--- src/rtl/tl_tx_fc_credit_gate.sv ---
// tl_tx_fc_credit_gate: TX flow-control credit gate for the TL transmit path.
// Tracks far-receiver credit limits (InitFC/UpdateFC) and locally consumed
// credits per type (P, NP, CPL), and grants a pending TLP only when both its
// header and data credits fit inside the advertised window.
// Optional stall timer: define TL_TX_FC_STALL_TIMER_EN.
module tl_tx_fc_credit_gate #(
  parameter int unsigned HDR_FIELD_SIZE  = 8,
  parameter int unsigned DATA_FIELD_SIZE = 12,
  parameter int unsigned STALL_LIMIT     = 1024
) (
  input  logic                       i_clk,
  input  logic                       i_rst,
  input  logic                       i_dl_up,
  input  logic                       i_fc_valid,
  input  logic                       i_fc_init,
  input  logic [1:0]                 i_fc_typ,
  input  logic [HDR_FIELD_SIZE-1:0]  i_fc_hdr,
  input  logic [DATA_FIELD_SIZE-1:0] i_fc_data,
  input  logic                       i_tlp_req,
  input  logic [1:0]                 i_tlp_typ,
  input  logic [HDR_FIELD_SIZE-1:0]  i_tlp_hdr_credits,
  input  logic [DATA_FIELD_SIZE-1:0] i_tlp_data_credits,
  output logic                       o_tlp_grant,
  output logic                       o_tlp_blocked,
  output logic                       o_fc_ready,
  output logic                       o_fc_stall
);

  localparam int unsigned HW      = HDR_FIELD_SIZE;
  localparam int unsigned DW      = DATA_FIELD_SIZE;
  localparam int unsigned NUM_TYP = 4;
  localparam logic [HW-1:0] HDR_HALF  = HW'(1) << (HW - 1);
  localparam logic [DW-1:0] DATA_HALF = DW'(1) << (DW - 1);

  typedef enum logic {FC_INIT, FC_ACTIVE} fc_state_t;

  fc_state_t state, state_nxt;

  // Index 3 (reserved type) is never written and never passes the check.
  logic [HW-1:0]      hdr_lim   [NUM_TYP];
  logic [HW-1:0]      hdr_cons  [NUM_TYP];
  logic [DW-1:0]      data_lim  [NUM_TYP];
  logic [DW-1:0]      data_cons [NUM_TYP];
  logic [NUM_TYP-1:0] hdr_inf;
  logic [NUM_TYP-1:0] data_inf;
  logic [2:0]         init_seen;

  logic [HW-1:0] hdr_room;
  logic [DW-1:0] data_room;
  logic          hdr_pass, data_pass, tlp_pass;
  logic          eval, grant_nxt, blocked_nxt;
  logic          fc_init_wr, fc_upd_wr;

  // State register.
  always_ff @(posedge i_clk) begin
    if (i_rst) state <= FC_INIT;
    else       state <= state_nxt;
  end

  // Next state: link-down always re-initialises; leave INIT once all types seen.
  always_comb begin
    state_nxt = state;
    if (!i_dl_up) begin
      state_nxt = FC_INIT;
    end else begin
      case (state)
        FC_INIT:   if (&init_seen) state_nxt = FC_ACTIVE;
        FC_ACTIVE: state_nxt = FC_ACTIVE;
        default:   state_nxt = FC_INIT;
      endcase
    end
  end

  // Gating check (modulo window compare) and grant/blocked decision.
  always_comb begin
    hdr_room    = hdr_lim[i_tlp_typ] - (hdr_cons[i_tlp_typ] + i_tlp_hdr_credits);
    data_room   = data_lim[i_tlp_typ] - (data_cons[i_tlp_typ] + i_tlp_data_credits);
    hdr_pass    = hdr_inf[i_tlp_typ] | (hdr_room <= HDR_HALF);
    data_pass   = data_inf[i_tlp_typ] | (data_room <= DATA_HALF);
    tlp_pass    = (i_tlp_typ != 2'b11) & hdr_pass & data_pass;
    // The cycle showing a grant is the mandatory bubble: the request is stale.
    eval        = (state == FC_ACTIVE) & i_dl_up & i_tlp_req & ~o_tlp_grant;
    grant_nxt   = eval & tlp_pass;
    blocked_nxt = eval & ~tlp_pass;
    fc_init_wr  = i_fc_valid & (i_fc_typ != 2'b11) & i_fc_init & (state == FC_INIT);
    fc_upd_wr   = i_fc_valid & (i_fc_typ != 2'b11) & ~i_fc_init & (state == FC_ACTIVE);
  end

  // Credit limits, consumed counters, infinite and init-seen flags.
  always_ff @(posedge i_clk) begin
    if (i_rst || !i_dl_up) begin
      for (int i = 0; i < NUM_TYP; i++) begin
        hdr_lim[i]   <= '0;
        hdr_cons[i]  <= '0;
        data_lim[i]  <= '0;
        data_cons[i] <= '0;
      end
      hdr_inf   <= '0;
      data_inf  <= '0;
      init_seen <= '0;
    end else begin
      if (fc_init_wr) begin
        hdr_lim[i_fc_typ]   <= i_fc_hdr;
        data_lim[i_fc_typ]  <= i_fc_data;
        hdr_cons[i_fc_typ]  <= '0;
        data_cons[i_fc_typ] <= '0;
        hdr_inf[i_fc_typ]   <= (i_fc_hdr == '0);
        data_inf[i_fc_typ]  <= (i_fc_data == '0);
        init_seen           <= init_seen | (3'b001 << i_fc_typ);
      end
      if (fc_upd_wr) begin
        if (!hdr_inf[i_fc_typ])  hdr_lim[i_fc_typ]  <= i_fc_hdr;
        if (!data_inf[i_fc_typ]) data_lim[i_fc_typ] <= i_fc_data;
      end
      if (grant_nxt) begin
        if (!hdr_inf[i_tlp_typ])
          hdr_cons[i_tlp_typ] <= hdr_cons[i_tlp_typ] + i_tlp_hdr_credits;
        if (!data_inf[i_tlp_typ])
          data_cons[i_tlp_typ] <= data_cons[i_tlp_typ] + i_tlp_data_credits;
      end
    end
  end

  // Registered status outputs.
  always_ff @(posedge i_clk) begin
    if (i_rst || !i_dl_up) begin
      o_tlp_grant   <= 1'b0;
      o_tlp_blocked <= 1'b0;
      o_fc_ready    <= 1'b0;
    end else begin
      o_tlp_grant   <= grant_nxt;
      o_tlp_blocked <= blocked_nxt;
      o_fc_ready    <= (state_nxt == FC_ACTIVE);
    end
  end

`ifdef TL_TX_FC_STALL_TIMER_EN
  localparam int unsigned SCW = $clog2(STALL_LIMIT + 1);

  logic [SCW-1:0] stall_cnt;

  // Blocked-cycle counter with sticky stall flag (cleared only by INIT).
  always_ff @(posedge i_clk) begin
    if (i_rst || !i_dl_up || (state == FC_INIT)) begin
      stall_cnt  <= '0;
      o_fc_stall <= 1'b0;
    end else begin
      if (o_tlp_grant || !i_tlp_req)
        stall_cnt <= '0;
      else if (o_tlp_blocked && (stall_cnt != SCW'(STALL_LIMIT)))
        stall_cnt <= stall_cnt + SCW'(1);
      if (stall_cnt == SCW'(STALL_LIMIT))
        o_fc_stall <= 1'b1;
    end
  end
`else
  // No timer built; the limit has no effect in this build.
  assign o_fc_stall = 1'b0 && (STALL_LIMIT != 0);
`endif

endmodule

--- config.mk ---
export PLATFORM = sky130hd
export DESIGN_NAME = tl_tx_fc_credit_gate
export DESIGN_NICKNAME = d
export VERILOG_FILES = /design/src/rtl/tl_tx_fc_credit_gate.sv
export SDC_FILE = /design/constraint.sdc
export NUM_CORES = 1
export LEC_CHECK = 0
export CAP_MARGIN = 20
export CORE_ASPECT_RATIO = 1.4
export CORE_MARGIN = 1
export CORE_UTILIZATION = 45
export CTS_CLUSTER_SIZE = 16
export DETAILED_ROUTE_END_ITERATION = 12
export PLACE_DENSITY = 0.72
export RECOVER_POWER = 100
export SLEW_MARGIN = 25
export SYNTH_ARGS = -nofsm -noshare
export SYNTH_HDL_FRONTEND = slang
export SYNTH_SLANG_ARGS = --single-unit
--- constraint.sdc ---
create_clock -name i_clk -period 9 [get_ports i_clk]
set_input_delay 2.25 -clock i_clk [delete_from_list [all_inputs] [get_ports i_clk]]
set_output_delay 2.25 -clock i_clk [all_outputs]
set_load 0.1 [all_outputs]
-- Word-level counts from Yosys, hierarchy flattened
Memory sizes are Yosys's and may differ from the RTL's.
Cells that the tools add are included.
- register bits after elaboration: 15
- bits in latches: 0
- memory bits (writable): 160
- bits in read-only memories: 0
- bits of input ports: 50
- output and inout bits: 4
- logic and storage cells: 112
- memories: 4
- add/sub/neg operators: 4
- multipliers: 0
- div/mod/pow operators: 0
- order comparisons: 5
- equality and inequality tests: 2
- shift-type cells: 1
- multiplexer cells: 56
- bitwise gates (word level): 21
- reduce and logical (&&, ||, !) cells: 12
- memories (name ; depth ; bits a word ; read ports ; clocked after memory_dff ; wr ports ; RTL line ; RTL):
    data_cons ; 4 ; 12 ; 1 ; 0 ; 4 ; 43 ; logic [DW-1:0] data_cons [NUM_TYP];
    data_lim ; 4 ; 12 ; 1 ; 0 ; 4 ; 42 ; logic [DW-1:0] data_lim [NUM_TYP];
    hdr_cons ; 4 ; 8 ; 1 ; 0 ; 4 ; 41 ; logic [HW-1:0] hdr_cons [NUM_TYP];
    hdr_lim ; 4 ; 8 ; 1 ; 0 ; 4 ; 40 ; logic [HW-1:0] hdr_lim [NUM_TYP];
- operators by type and width (cell ; number):
    2-to-1 mux 12 bit ; 4
    OR reduction 12 bit ; 3
    2-to-1 mux 1 bit ; 34
    2-to-1 mux 8 bit ; 4
    OR reduction 8 bit ; 3
    adder 12 bit ; 1
    AND 1 bit ; 12
    less-or-equal comparator 12 bit (second input constant) ; 1
    zero test 12 bit ; 1
    2-to-1 mux 2 bit ; 6
    subtractor 12 bit ; 1
    adder 8 bit ; 1
    binary-select mux 1 bit (select 2 bit) ; 4
    bitwise mux 4 bit ; 2
    less-or-equal comparator 8 bit (second input constant) ; 1
    zero test 8 bit ; 1
    subtractor 8 bit ; 1
    less-than comparator 2 x 3 -> 1 bit (second input constant) ; 2
    != test 2 bit (second input constant) ; 2
    inverter 1 bit ; 4
    OR 1 bit ; 4
    OR 3 bit ; 1
    AND reduction 3 bit ; 1
    << shifter 1 x 2 -> 3 bit (first input constant) ; 1
    6 further kinds ; 6

-- Longest topological paths before layout
Gate-level depths: netlist of run 1.
An unclocked memory read counts as a cell.
- word-level depth: 13
- mapped depth: 24
- depth with buffers taken out: 20

-- Least setup slack after synthesis of run 1
No wires, ideal clock.
- path kind: input port to flip-flop
- from: input port i_tlp_typ[0]
- to: memory data_cons[1][0] (netlist name), enable pin
- setup time: 0.398 ns
- data arrival time: 8.661 ns
- required time: 8.602 ns
- path slack: -0.059 ns
- stages on the path: 24
- buffers on the path: 4
- path through: buf_6 clkbuf_1 buf_1 mux4_2 ha_1 fa_1 a21o_1 a21oi_1 o21bai_1 a21oi_1 o21ai_0 a21o_1 a21oi_1 xor2_1 ha_1 o211ai_1 a2111oi_0 o2111ai_1 and4b_1 a41oi_1 a21oi_4 nand2_2 buf_4 o21ai_0
- RTL lines (item ; RTL line ; RTL):
    from (decl) ; 20 ; input logic [1:0] i_tlp_typ,
    to (decl) ; 43 ;

==> impl_results.md, run 1 <==
- Fin util: a little over half
- Clock sink count: approximately 180
- Post-CTS Resized: 0
- Post-synth EDFFs: 160
- Later-pin clock latency in the skew report: ~440 ps
- Worst path slowest cell: mux4_2
- Tcrit/Tclk final: about 90%
- Wire per inst: about 18 um
- Antenna diodes: 0
- Die Area: roughly 0.021 mm2
- Netlist cell types: 68
- Crit-path max cell delay: between 500 and 600 ps
- Register area share after synthesis: between 50% and 60%
- Top cells by count, synth: 160 x edfxtp_1, 121 x nor2_1, 44 x inv_1
- CTS tree: done
- Final setup fails: 0
- Leakage power total: just over 0.004 uW
- Layout Skew: just over 10 ps
- Crit path from: i_tlp_typ[0]
- Max capacitance violation total: 0
- Synth top area cells: edfxtp_1 52%, mux4_2 10%, nor2_1 4.9%, ha_1 4.8%, dfxtp_1 3.2%
- Yosys reg bits: around 180
- Remaining DRCs: 0
- Sw Ratio: 26.15%
- Post-synth ARST share: 0%
- Worst hold slack: approximately 460 ps
- Status: finished clean
- Net Sw Power: 544.4 uW
- I/O Buffers: 52
- RR Startpoint: data_cons[2][0]$_SDFFCE_PN0P_
- Worst slew pin tran: between 1000 and 1500 ps
- Pwr per Cell Area: around 200 mW/mm2
- Hold path startpoint: init_seen[2]$_SDFFE_PP0P_
- Fraction of layout cells with a size suffix above 1: roughly an eighth
- DRT iter0 DRCs: roughly 450
- CP cell instances: buf_2, mux4_2, ha_1, fa_1, a21o_1, a21oi_1, o21bai_1, a21oi_1, o21ai_0, a21o_1, a21oi_1, xor2_1, clkbuf_1, ha_1, o211ai_1, a2111oi_0, o2111ai_1, and4b_1, a41oi_1, a21oi_4, nand2_1, o31ai_1, clkbuf_1
- Total gr overflow: 0
- Top-count cell post-synth: edfxtp_1
- Final instance area: 0.01065 mm2
- P_int: between 1500 and 2000 uW
- Syn Area/Cell: around 12 um2
- Worst hold path depth: 2
- Initial antenna violation count: 0
- Final Critical Period: 8075 ps
- CP max FO: 12
- Fin Setup TNS: 0 ps
- R2R depth: 22
- TritonRoute pass-1 iters: 5
- Syn. warnings: 0
- ANT nets after route: 0
- Via count: between 6000 and 7000
- Initial Utilization: roughly 46%
- WL final: between 15 and 20 mm
- Io pins: 54
- CTS H-tree lvls: 4
- Vias in the first global route: 6146
- First-pass GRT wire length: between 30 and 40 mm
- Nets@finish: between 800 and 900
- Overall routing resource usage: between 15 and 20%
- CTS Hold Bufs: 0
- Predominant post-synthesis flop cell: edfxtp_1
- Area used by multi-input combinational logic: around 0.0038 mm2
- Routability cong.: between 0.9 and 1
- Placed cell count: between 1000 and 1500
- Placed inst area: 0.01015 mm2
- Worst EP required: 9090 ps
- Critical path's most frequent cell: a21oi_1
- Final Non-Filler Cells: approximately 1100
- HPWL after detailed placement: 13.92 mm
- Fin. Hold Viols: 0
- Core Box Area: ~0.02 mm2
- TritonCTS buffer count: 17
- Achievable clock frequency: 123.8 MHz
- Postcts setup bufs: 0
- Area leader, netlist: edfxtp_1
- Synthesized net count: 840
- Slew Viols, Final: 0
- Cell count after synthesis: 750
- Drt via density: between 5 and 6
- Die Span X: 123.6 um
- Share of the synthesized area in the top cell type: around 50%
- Crit end category: flip-flop
- Synthesized cell area: 0.009323 mm2
- RSZ-0062 raised after global routing: false
- Largest net degree at the start of global routing: 40
- Worst slew margin: 30.74%
- Clock Tree Buf Depth: 2
- Maximum VDD drop: approximately 0.13 mV
- Clock share of power: about two fifths
- Comb pwr share: between 10% and 20%
- Die Y: about 170 um
- Clock root buffer: clkbuf_16
- Layout area overhead: 14.27%
- Worst hold-check path type: reg -> reg
- Sequential Power Share: about 45%
- Clock slew at reported path FFs: ~60 ps
- Register area: approximately 0.005 mm2
- WP data arrival: 8160 ps
- FP Rows: slightly above 60
- Startpoint Class: input port
- Fillcell total: 1692
- Critical path class: in -> reg
-- per-layer routing --
| layer | up-vias | share of wire (%) | GRT usage, % |
|---|---|---|---|
| met5 | - | 0 | 0 |
| met4 | 0 | 1.7 | 6.810 |
| met3 | 25 | 3.4 | 2.869 |
| met2 | 140 | 53 | 35.58 |
| met1 | 2949 | 42 | 24.22 |
| li1 | 2910 | - | - |
-- cell type report --
cell class                      instances  area share, %
Sequential cell                       175          47.92
Multi-Input combinational cell        495          35.71
Timing Repair Buffer                   74          5.896
Clock buffer                           18          4.029
Tap cell                              252          2.960
Clock inverter                         14          1.903
Inverter                               45          1.586
-- critical path, delay by kind of cell --
kind / cells / cell delay (ps)
AOI/OAI and AO/OA: 13 / 2850
buffers and inverters: 3 / 990
adders and majority gates: 3 / 870
muxes: 1 / 560
and+or+nand+nor: 2 / 490
xor gates and xnor gates: 1 / 170
-- cells by family (layout without fill, tap and decap cells) --
logic type | Yosys count | in the layout | synth area share, %
flops | 175 | 175 | 54.76
xor+xnor | 25 | 25 | 2.657
mux | 51 | 51 | 11.14
simple gates | 270 | 270 | 14.16
other cells | 1 | 1 | 0.04022
fa+ha+maj | 40 | 40 | 5.691
buf+inv | 80 | 151 | 3.624
compound gates | 108 | 108 | 7.932
-- power groups by stage --
stage	combinational, uW	sequential [uW]	clock, uW
floorplan	261	940	0
global placement	361	942	0
detailed placement	364	945	0
CTS	366	927	802
global route	398	930	833
finish	359	927	796
-- cell usage in the layout (no fill, tap or decap), types with 4 or more instances in the layout --
| cell | count |
|---|---|
| a21o_1 | 8 |
| nand3_1 | 8 |
| nor2_1 | 121 |
| dlygate4sd3_1 | 5 |
| a21oi_1 | 33 |
| ha_1 | 36 |
| mux2i_1 | 7 |
| fa_1 | 4 |
| o21ai_0 | 20 |
| nor4_1 | 20 |
| o21bai_1 | 4 |
| xnor2_1 | 14 |
| edfxtp_1 | 160 |
| nand2_1 | 40 |
| clkbuf_1 | 13 |
| dfxtp_1 | 15 |
| bufinv_16 | 4 |
| o21a_1 | 4 |
| a211oi_1 | 5 |
| buf_4 | 9 |
| inv_6 | 4 |
| inv_1 | 44 |
| nand2b_1 | 8 |
| nor2b_1 | 13 |
| nor3_1 | 41 |
| xor2_1 | 8 |
| clkbuf_16 | 17 |
| a21boi_0 | 5 |
| mux4_2 | 42 |
| clkdlybuf4s50_1 | 45 |
-- final timing paths --
| kind | to | slack [ps] |
|---|---|---|
| setup / recovery | hdr_cons[1][2]$_SDFFCE_PN0P_ | 930 |
| hold / removal | init_seen[2]$_SDFFE_PP0P_ | 460 |
| setup reg to reg | hdr_cons[1][2]$_SDFFCE_PN0P_ | 2820 |
| hold reg to reg | init_seen[2]$_SDFFE_PP0P_ | 460 |
-- stage by stage --
step / power [uW] / setup WS [ps]
2_1_floorplan: 1201 / 194.3
3_3_place_gp: 1303 / 933.0
3_5_place_dp: 1308 / 786.5
4_1_cts: 2095 / 1209
5_1_grt: 2160 / 366.3
6_report: 2082 / 925.0
-- flip-flops by register name, summed over array words and instances (netlist names) --
name           flops
o_tlp_grant        1
hdr_lim           32
o_tlp_blocked      1
o_fc_ready         1
init_seen          3
hdr_inf            4
data_inf           4
data_lim          48
hdr_cons          32
data_cons         48
state              1
Power figures use the tool's default switching activity.
==> run 2, diff against run 1 <==
--- a/config.mk
+++ b/config.mk
@@ -9,6 +9,7 @@
 export CORE_ASPECT_RATIO = 1.4
 export CORE_MARGIN = 1
 export CORE_UTILIZATION = 45
+export CTS_CLUSTER_DIAMETER = 50
 export CTS_CLUSTER_SIZE = 16
 export DETAILED_ROUTE_END_ITERATION = 12
 export PLACE_DENSITY = 0.72
==> results of run 2 <==
No change in the layout: final DEF, timing and power equal those of run 1.
